## src/rtl/timer_irq_pkg.sv

```systemverilog
// Shared definitions for the timer interrupt controller: register offsets,
// FSM state encoding and the Wishbone byte-lane helper.
package timer_irq_pkg;

  localparam logic [1:0] PEND_OFF  = 2'd0;
  localparam logic [1:0] EN_OFF    = 2'd1;
  localparam logic [1:0] CLAIM_OFF = 2'd2;
  localparam logic [1:0] CFG_OFF   = 2'd3;

  localparam logic [31:0] ADR_MAX = 32'h0000_000C;

  localparam int CLAIM_VALID_BIT = 31;
  localparam int CFG_RR_BIT      = 0;

  typedef enum logic [1:0] {
    IDLE,
    ASSERT,
    IN_SVC
  } irq_state_e;

  function automatic logic [31:0] byte_mask(input logic [3:0] sel);
    return {{8{sel[3]}}, {8{sel[2]}}, {8{sel[1]}}, {8{sel[0]}}};
  endfunction

endpackage

```

## src/rtl/irq_rr_arbiter.sv

```systemverilog
// Combinational winner selection over the candidate vector. Fixed mode picks
// the lowest index; round-robin mode searches upward from rr_ptr and wraps.
module irq_rr_arbiter #(
  parameter int N = 8
) (
  input  logic [N-1:0]         cand,
  input  logic [$clog2(N)-1:0] rr_ptr,
  input  logic                 rr_mode,
  output logic [7:0]           gnt_id,
  output logic                 gnt_valid
);

  int         start;
  logic [7:0] hi_id;
  logic       hi_valid;
  logic [7:0] lo_id;

  // Lowest set index at/above start, falling back to the lowest overall (wrap).
  always_comb begin
    start    = rr_mode ? int'(rr_ptr) : 0;
    hi_id    = '0;
    hi_valid = 1'b0;
    lo_id    = '0;
    for (int i = N - 1; i >= 0; i--) begin
      if (cand[i]) begin
        lo_id = 8'(i);
        if (i >= start) begin
          hi_id    = 8'(i);
          hi_valid = 1'b1;
        end
      end
    end
    gnt_valid = |cand;
    gnt_id    = hi_valid ? hi_id : lo_id;
  end

endmodule

```

## src/rtl/timer_irq_ctrl.sv

```systemverilog
// Interrupt controller for a bank of timers: edge-captures irq lines into
// PENDING, arbitrates enabled candidates, and runs a claim/complete handshake.
module timer_irq_ctrl
  import timer_irq_pkg::*;
#(
  parameter int N_IRQ = 8,
  parameter int RR_EN = 1
) (
  input  logic             clk,
  input  logic             rstn_i,
  input  logic [N_IRQ-1:0] irq_i,
  output logic             irq_o,
  input  logic             wb_cyc,
  input  logic             wb_stb,
  input  logic             wb_we,
  input  logic [31:0]      wb_adr,
  input  logic [3:0]       wb_sel,
  input  logic [31:0]      wb_dat_ms,
  output logic [31:0]      wb_dat_sm,
  output logic             wb_ack,
  output logic             wb_err
);

  localparam int PTR_W = $clog2(N_IRQ);

  irq_state_e state_q, state_d;

  logic [N_IRQ-1:0] irq_q, irq_d;
  logic [N_IRQ-1:0] pend_q, pend_d;
  logic [N_IRQ-1:0] en_q, en_d;
  logic             rr_mode_q, rr_mode_d;
  logic [7:0]       in_svc_id_q, in_svc_id_d;
  logic [PTR_W-1:0] rr_ptr_q, rr_ptr_d;
  logic             irq_o_q, irq_o_d;
  logic             armed_q, armed_d;

  logic             acc, wr, rd;
  logic [N_IRQ-1:0] lane_mask, wr_bits;
  logic [N_IRQ-1:0] pend_set, claim_clr, cand;
  logic             claim_rd, claim_wr, claim_hit;
  logic [7:0]       gnt_id;
  logic             gnt_valid;
  logic [31:0]      rd_data;

  assign wb_ack    = wb_cyc & wb_stb;
  assign wb_err    = wb_ack & (wb_adr > ADR_MAX);
  assign acc       = wb_ack & ~wb_err;
  assign wr        = acc & wb_we;
  assign rd        = acc & ~wb_we;
  assign claim_rd  = rd & (wb_adr[3:2] == CLAIM_OFF);
  assign claim_wr  = wr & (wb_adr[3:2] == CLAIM_OFF);
  assign lane_mask = N_IRQ'(byte_mask(wb_sel));
  assign wr_bits   = N_IRQ'(wb_dat_ms & byte_mask(wb_sel));
  assign cand      = pend_q & en_q;
  assign irq_o     = irq_o_q;

  // armed_q suppresses capture on the first cycle after reset so a line that
  // is already high when reset lifts needs a fresh 0->1 transition.
  assign pend_set  = irq_i & ~irq_q & {N_IRQ{armed_q}};

  irq_rr_arbiter #(.N(N_IRQ)) u_arb (
    .cand      (cand),
    .rr_ptr    (rr_ptr_q),
    .rr_mode   (rr_mode_q),
    .gnt_id    (gnt_id),
    .gnt_valid (gnt_valid)
  );

  always_comb begin
    state_d   = state_q;
    claim_hit = 1'b0;
    unique case (state_q)
      IDLE: begin
        if (|cand) state_d = ASSERT;
      end
      ASSERT: begin
        if (claim_rd && gnt_valid) begin
          state_d   = IN_SVC;
          claim_hit = 1'b1;
        end else if (~|cand) begin
          state_d = IDLE;
        end
      end
      IN_SVC: begin
        if (claim_wr && (wb_dat_ms[7:0] == in_svc_id_q)) state_d = IDLE;
      end
      default: state_d = IDLE;
    endcase
  end

  always_comb begin
    for (int i = 0; i < N_IRQ; i++) begin
      claim_clr[i] = claim_hit && (gnt_id == 8'(i));
    end
  end

  // A hardware set in the same cycle as a W1C or claim clear wins.
  always_comb begin
    irq_d       = irq_i;
    armed_d     = 1'b1;
    pend_d      = pend_q & ~claim_clr;
    en_d        = en_q;
    rr_mode_d   = rr_mode_q;
    in_svc_id_d = in_svc_id_q;
    rr_ptr_d    = rr_ptr_q;
    if (wr && (wb_adr[3:2] == PEND_OFF)) pend_d = pend_d & ~wr_bits;
    if (wr && (wb_adr[3:2] == EN_OFF))   en_d   = (en_q & ~lane_mask) | wr_bits;
    if (wr && (wb_adr[3:2] == CFG_OFF) && wb_sel[0]) begin
      rr_mode_d = wb_dat_ms[CFG_RR_BIT] & (RR_EN != 0);
    end
    pend_d = pend_d | pend_set;
    if (claim_hit) begin
      in_svc_id_d = gnt_id;
      rr_ptr_d    = (gnt_id == 8'(N_IRQ - 1)) ? '0 : PTR_W'(gnt_id + 8'd1);
    end
    irq_o_d = (state_d == ASSERT);
  end

  always_comb begin
    rd_data = '0;
    unique case (wb_adr[3:2])
      PEND_OFF: rd_data = 32'(pend_q);
      EN_OFF:   rd_data = 32'(en_q);
      CLAIM_OFF: begin
        if (state_q == ASSERT && gnt_valid) begin
          rd_data[CLAIM_VALID_BIT] = 1'b1;
          rd_data[7:0]             = gnt_id;
        end
      end
      CFG_OFF: begin
        rd_data[CFG_RR_BIT] = rr_mode_q;
        rd_data[15:8]       = in_svc_id_q;
      end
      default: rd_data = '0;
    endcase
    wb_dat_sm = rd ? rd_data : 32'h0;
  end

  always_ff @(posedge clk or negedge rstn_i) begin
    if (!rstn_i) begin
      state_q     <= IDLE;
      irq_q       <= '0;
      pend_q      <= '0;
      en_q        <= '0;
      rr_mode_q   <= 1'b0;
      in_svc_id_q <= '0;
      rr_ptr_q    <= '0;
      irq_o_q     <= 1'b0;
      armed_q     <= 1'b0;
    end else begin
      state_q     <= state_d;
      irq_q       <= irq_d;
      pend_q      <= pend_d;
      en_q        <= en_d;
      rr_mode_q   <= rr_mode_d;
      in_svc_id_q <= in_svc_id_d;
      rr_ptr_q    <= rr_ptr_d;
      irq_o_q     <= irq_o_d;
      armed_q     <= armed_d;
    end
  end

endmodule

```

## config.mk

```make
export PLATFORM = sky130hd
export DESIGN_NAME = timer_irq_ctrl
export DESIGN_NICKNAME = d
export VERILOG_FILES = /design/src/rtl/timer_irq_pkg.sv /design/src/rtl/irq_rr_arbiter.sv /design/src/rtl/timer_irq_ctrl.sv
export SDC_FILE = /design/constraint.sdc
export NUM_CORES = 1
export LEC_CHECK = 0
export CORE_ASPECT_RATIO = 1.25
export CORE_MARGIN = 1
export CORE_UTILIZATION = 40
export CTS_CLUSTER_DIAMETER = 150
export CTS_CLUSTER_SIZE = 40
export DETAILED_ROUTE_END_ITERATION = 7
export PLACE_DENSITY = 0.9
export SYNTH_ARGS = -nofsm -noshare
export SYNTH_HDL_FRONTEND = slang
export SYNTH_SLANG_ARGS = --single-unit
```

## constraint.sdc

```tcl
create_clock -name clk -period 2.5 [get_ports clk]
set_input_delay 0.25 -clock clk [delete_from_list [all_inputs] [get_ports clk]]
set_output_delay 0.25 -clock clk [all_outputs]
set_load 0.03 [all_outputs]
```

==> impl_results.html, run 1 <==
<table>
<tr><th>Metric</th><th>Value</th></tr>
<tr><th colspan="2">STA</th></tr>
<tr><td>Total count of max-transition violations in the final report</td><td>0</td></tr>
<tr><td>Final critical-path setup slack</td><td>approximately 73 ps</td></tr>
<tr><td>Time the worst path needs with I/O delays and setup</td><td>2430 ps</td></tr>
<tr><td>Final worst clock skew</td><td>between 3 and 4 ps</td></tr>
<tr><td>Relative max-transition margin</td><td>0.663</td></tr>
<tr><td>Period utilization</td><td>0.971</td></tr>
<tr><td>Worst-Margin Slew</td><td>between 500 and 600 ps</td></tr>
<tr><td>Count of endpoints failing setup in the final report</td><td>0</td></tr>
<tr><td>Hold WS</td><td>371 ps</td></tr>
<tr><td>Sum of negative setup slack</td><td>0 ps</td></tr>
<tr><td>Highest attainable clock frequency</td><td>~410 MHz</td></tr>
<tr><td>Final Hold Vio Count</td><td>0</td></tr>
<tr><th colspan="2">Routing</th></tr>
<tr><td>Starting DRC count in detailed routing</td><td>84</td></tr>
<tr><td>Count of nets left with antenna violations after detail routing</td><td>0</td></tr>
<tr><td>Average wire per standard cell</td><td>around 16 µm</td></tr>
<tr><td>Total number of vias</td><td>2097</td></tr>
<tr><td>Sum of routed wire length over all layers</td><td>~6200 µm</td></tr>
<tr><td>Number of iterations in the first detailed-routing pass</td><td>4</td></tr>
<tr><td>Residual DRC</td><td>0</td></tr>
<tr><td>Number of vias per cell</td><td>approximately 5.3</td></tr>
<tr><th colspan="2">Global route</th></tr>
<tr><td>Maximum number of pins on one net before global-route repair</td><td>36</td></tr>
<tr><td>Number of antenna violations at the first check in global routing</td><td>0</td></tr>
<tr><td>Sum of overflow across all layers after global routing</td><td>0</td></tr>
<tr><td>Total routing usage reported by global routing</td><td>0.210</td></tr>
<tr><td>First-pass GRT wire length</td><td>around 9900 µm</td></tr>
<tr><td>Number of global-route vias before repair</td><td>between 2k and 2.5k</td></tr>
<tr><th colspan="2">Logic synthesis</th></tr>
<tr><td>Multiplexer area fraction after synthesis</td><td>0.0718</td></tr>
<tr><td>Compound-Gate Fraction of Synth Area</td><td>0.169</td></tr>
<tr><td>Xor and xnor area share after synthesis</td><td>0.0117</td></tr>
<tr><td>Ys Warns</td><td>0</td></tr>
<tr><td>Yosys top cell by area</td><td>dfrtp_1</td></tr>
<tr><td>Top cell type's share of synthesized area</td><td>0.390</td></tr>
<tr><td>Largest family of logic cells by synthesized area</td><td>simple AND/OR/NAND/NOR gates</td></tr>
<tr><td>Fraction of the mapped netlist area in simple logic gates</td><td>0.229</td></tr>
<tr><td>Share of async-settable or async-resettable flops after synthesis</td><td>1.00</td></tr>
<tr><td>Number of register bits inferred by synthesis</td><td>35</td></tr>
<tr><td>Area share of fa/ha/maj cells after synthesis</td><td>0.0334</td></tr>
<tr><td>Part of the Yosys area used for sequential elements</td><td>0.390</td></tr>
<tr><td>Number of library cell types mapped by synthesis</td><td>46</td></tr>
<tr><td>Area of the mapped netlist</td><td>~2200 µm²</td></tr>
<tr><td>Number of synthesized flops with an enable pin</td><td>0</td></tr>
<tr><td>Area contributors post-synth</td><td>dfrtp_1 (39%), nand2_1 (6.8%), buf_4 (6.7%), mux2_2 (4.5%), ha_1 (3.3%)</td></tr>
<tr><td>Most frequently used flop master after synthesis</td><td>dfrtp_1</td></tr>
<tr><td>Number of standard cells after synthesis</td><td>between 200 and 250</td></tr>
<tr><td>Post-synthesis average cell area</td><td>between 9 and 10 µm²</td></tr>
<tr><th colspan="2">Pwr</th></tr>
<tr><td>Sequential share of power</td><td>0.493</td></tr>
<tr><td>Sw Share</td><td>0.249</td></tr>
<tr><td>Psw</td><td>0.292 mW</td></tr>
<tr><td>Power per Cell Area</td><td>approximately 370 nW/µm²</td></tr>
<tr><td>Worst ir drop on vdd</td><td>between 0.0002 and 0.00025 V</td></tr>
<tr><td>P_leak</td><td>roughly 1.4 nW</td></tr>
<tr><td>Clk pwr share</td><td>0.346</td></tr>
<tr><td>Portion of total power attributed to combinational logic</td><td>0.161</td></tr>
<tr><td>Design internal power</td><td>between 0.8 and 0.9 mW</td></tr>
<tr><td>Pwr Total</td><td>1.17 mW</td></tr>
<tr><th colspan="2">Critical path</th></tr>
<tr><td>Arr. time, crit path</td><td>around 2200 ps</td></tr>
<tr><td>Critical path start-end classification</td><td>reg -&gt; out</td></tr>
<tr><td>Highest net fanout along the worst path</td><td>7</td></tr>
<tr><td>Worst flop-to-flop path startpoint</td><td>rr_ptr_q[1]$_DFFE_PN0P_</td></tr>
<tr><td>Number of cells on the worst reg-to-reg path</td><td>10</td></tr>
<tr><td>Worst R2R Setup Slack</td><td>around 140 ps</td></tr>
<tr><td>Category of the worst setup path launch point</td><td>flip-flop</td></tr>
<tr><td>Worst EP required</td><td>around 2300 ps</td></tr>
<tr><td>Endpoint of the most critical register-to-register path</td><td>pend_q[6]$_DFF_PN0_</td></tr>
<tr><td>Crit end category</td><td>output pin</td></tr>
<tr><th colspan="2">Floorplanning</th></tr>
<tr><td>Initial cell density of the core</td><td>0.416</td></tr>
<tr><td>Die Y</td><td>approximately 86 µm</td></tr>
<tr><td>Std cell rows</td><td>30</td></tr>
<tr><td>Chip Width</td><td>around 70 µm</td></tr>
<tr><td>I/O pin cnt</td><td>116</td></tr>
<tr><td>Full die area</td><td>around 5900 µm²</td></tr>
<tr><td>Area inside the core boundary</td><td>5410 µm²</td></tr>
<tr><th colspan="2">Clock network</th></tr>
<tr><td>CTS clk-pin slew, worst paths</td><td>70 ps</td></tr>
<tr><td>Skew-Pair Late Insertion Delay</td><td>~280 ps</td></tr>
<tr><td>CTS tree</td><td>built</td></tr>
<tr><td>Clock root buffer master</td><td>clkbuf_8</td></tr>
<tr><td>Clock Sink Count</td><td>35</td></tr>
<tr><td>H-tree depth</td><td>2</td></tr>
<tr><td>Clock Path Buffers</td><td>2</td></tr>
<tr><td>Number of buffers created by CTS</td><td>5</td></tr>
<tr><td>Hold buffers post-CTS</td><td>0</td></tr>
<tr><th colspan="2">Placed design</th></tr>
<tr><td>Worst-case setup slack after placement</td><td>around 38 ps</td></tr>
<tr><td>Final GP Congestion</td><td>roughly 0.9</td></tr>
<tr><td>Detail Placement HPWL</td><td>just under 5000 µm</td></tr>
<tr><td>Count of input and output buffers</td><td>68</td></tr>
<tr><th colspan="2">Layout</th></tr>
<tr><td>Diode insertion count for antenna repair</td><td>0</td></tr>
<tr><td>Final core utilization</td><td>0.591</td></tr>
<tr><td>Share of final-layout standard cells stronger than drive strength 1</td><td>0.211</td></tr>
<tr><td>Post-synthesis to final-layout area growth</td><td>42.1%</td></tr>
<tr><td>Count of nets after finishing</td><td>between 400 and 500</td></tr>
<tr><th colspan="2">Hold path</th></tr>
<tr><td>Type of the worst min-delay path</td><td>in -&gt; async</td></tr>
<tr><th colspan="2">Flow run</th></tr>
<tr><td>Number of max-cap violations</td><td>0</td></tr>
<tr><th colspan="2">Run status</th></tr>
<tr><td>Outcome</td><td>finished, final reports clean</td></tr>
</table>
kinds of logic after synthesis:
logic type      count (synthesis)
simple gates                   98
compound gates                 50
flops                          35
buf+inv                        35
mux                            15
fa+ha+maj                       6
xor+xnor                        3
other cells                     2
critical path, stage by stage (launching register included):
cell and delay, ps:
dfrtp_1 450, nand4_1 190, a31o_2 290, a211oi_1 210, o22ai_1 160, a21boi_0 210
o221a_2 220, buf_4 150
worst max path at each step:
stage	startpoint	end	slack, ps
after floorplan	rr_mode_q$_DFFE_PN0P_	pend_q[6]$_DFF_PN0_	310
after global placement	wb_adr[14]	flip-flop	100
after detailed placement	wb_adr[16]	flip-flop	40
after CTS	rr_ptr_q[2]$_DFFE_PN0P_	wb_dat_sm[1]	40
after global routing	wb_adr[29]	wb_dat_sm[4]	-60
final	rr_ptr_q[1]$_DFFE_PN0P_	wb_dat_sm[0]	70
power groups by stage:
| stage | Combinational [mW] | Sequential, mW | Clock [mW] |
|---|---|---|---|
| after floorplan | 0.0936 | 0.587 | 0 |
| after global placement | 0.182 | 0.589 | 0 |
| after detailed placement | 0.185 | 0.589 | 0 |
| after CTS | 0.186 | 0.578 | 0.421 |
| after global routing | 0.202 | 0.579 | 0.438 |
| final | 0.189 | 0.578 | 0.407 |
Yosys cell counts (2+ instances only):
library cell	number
inv_1	10
a32oi_1	2
nor4_1	8
ha_1	6
nor4_4	2
a21boi_0	3
nor3_1	3
mux2i_1	6
o2bb2ai_1	2
a211oi_1	3
o21ai_0	9
xor2_1	3
a32o_1	4
nand3_1	5
clkbuf_1	4
mux2_2	9
nand2_1	41
a31oi_1	2
conb_1	2
nor2_1	10
nand4_1	4
buf_4	20
and3_1	5
a22oi_1	8
o211ai_1	2
dfrtp_1	35
and2_1	10
nor2b_1	5
o311ai_0	2
nand3b_1	3
area by class of cell:
type,instances,area (µm²)
tap,64,80.1
timing repair buffer,86,792
fill,469,2210
sequential,35,878
multi-input combinational,193,1320
inverter,11,41.3
clock inverter,1,5.00
clock buffer,6,82.6
metrics by stage:
step,cells,area (µm²)
global route,396,3200
detailed placement,388,3010
floorplan,263,2320
global placement,388,3010
finish,396,3200
CTS,395,3100
repair_timing:
item,in CTS,in global routing
setup endpoints to repair,2,11
pin swaps,0,4
gates cloned,0,0
buffers inserted,0,1
gates resized for setup,1,22
routing by layer:
| layer | global-route usage | vias to the layer above | part of all wire |
|---|---|---|---|
| li1 | - | 1021 | - |
| met1 | 0.226 | 984 | 0.39 |
| met2 | 0.394 | 82 | 0.53 |
| met3 | 0.0411 | 10 | 0.060 |
| met4 | 0.0965 | 0 | 0.019 |
| met5 | 0 | - | 0 |
cells in the final DEF, fill, tap and decap left out, types with 5 or more instances in the layout:
cell type,netlist,final
clkdlybuf4s50_1,0,55
nand2_1,41,39
dfrtp_1,35,33
buf_4,20,27
conb_1,2,21
and2_1,10,10
inv_1,10,10
mux2_2,9,9
o21ai_0,9,8
a22oi_1,8,6
nor2_1,10,6
mux2i_1,6,6
ha_1,6,6
clkbuf_8,0,6
nand3_1,5,5
nor2b_1,5,5
nor4_1,8,5
and3_1,5,5
Note: power is estimated with default switching activity, not from simulation.
==> run 2: changes to the inputs <==
Settings changed: CTS_BUF_LIST set to sky130_fd_sc_hd__clkbuf_8 sky130_fd_sc_hd__clkbuf_16, CTS_CLUSTER_SIZE 40 to 8.
==> results of run 2 <==
No change in the layout: final DEF, timing and power equal those of run 1.
==> run 3: changes to the inputs <==
Settings changed: CTS_CLUSTER_SIZE 8 to unset.
==> results of run 3 <==
No change in the layout: final DEF, timing and power equal those of run 1.
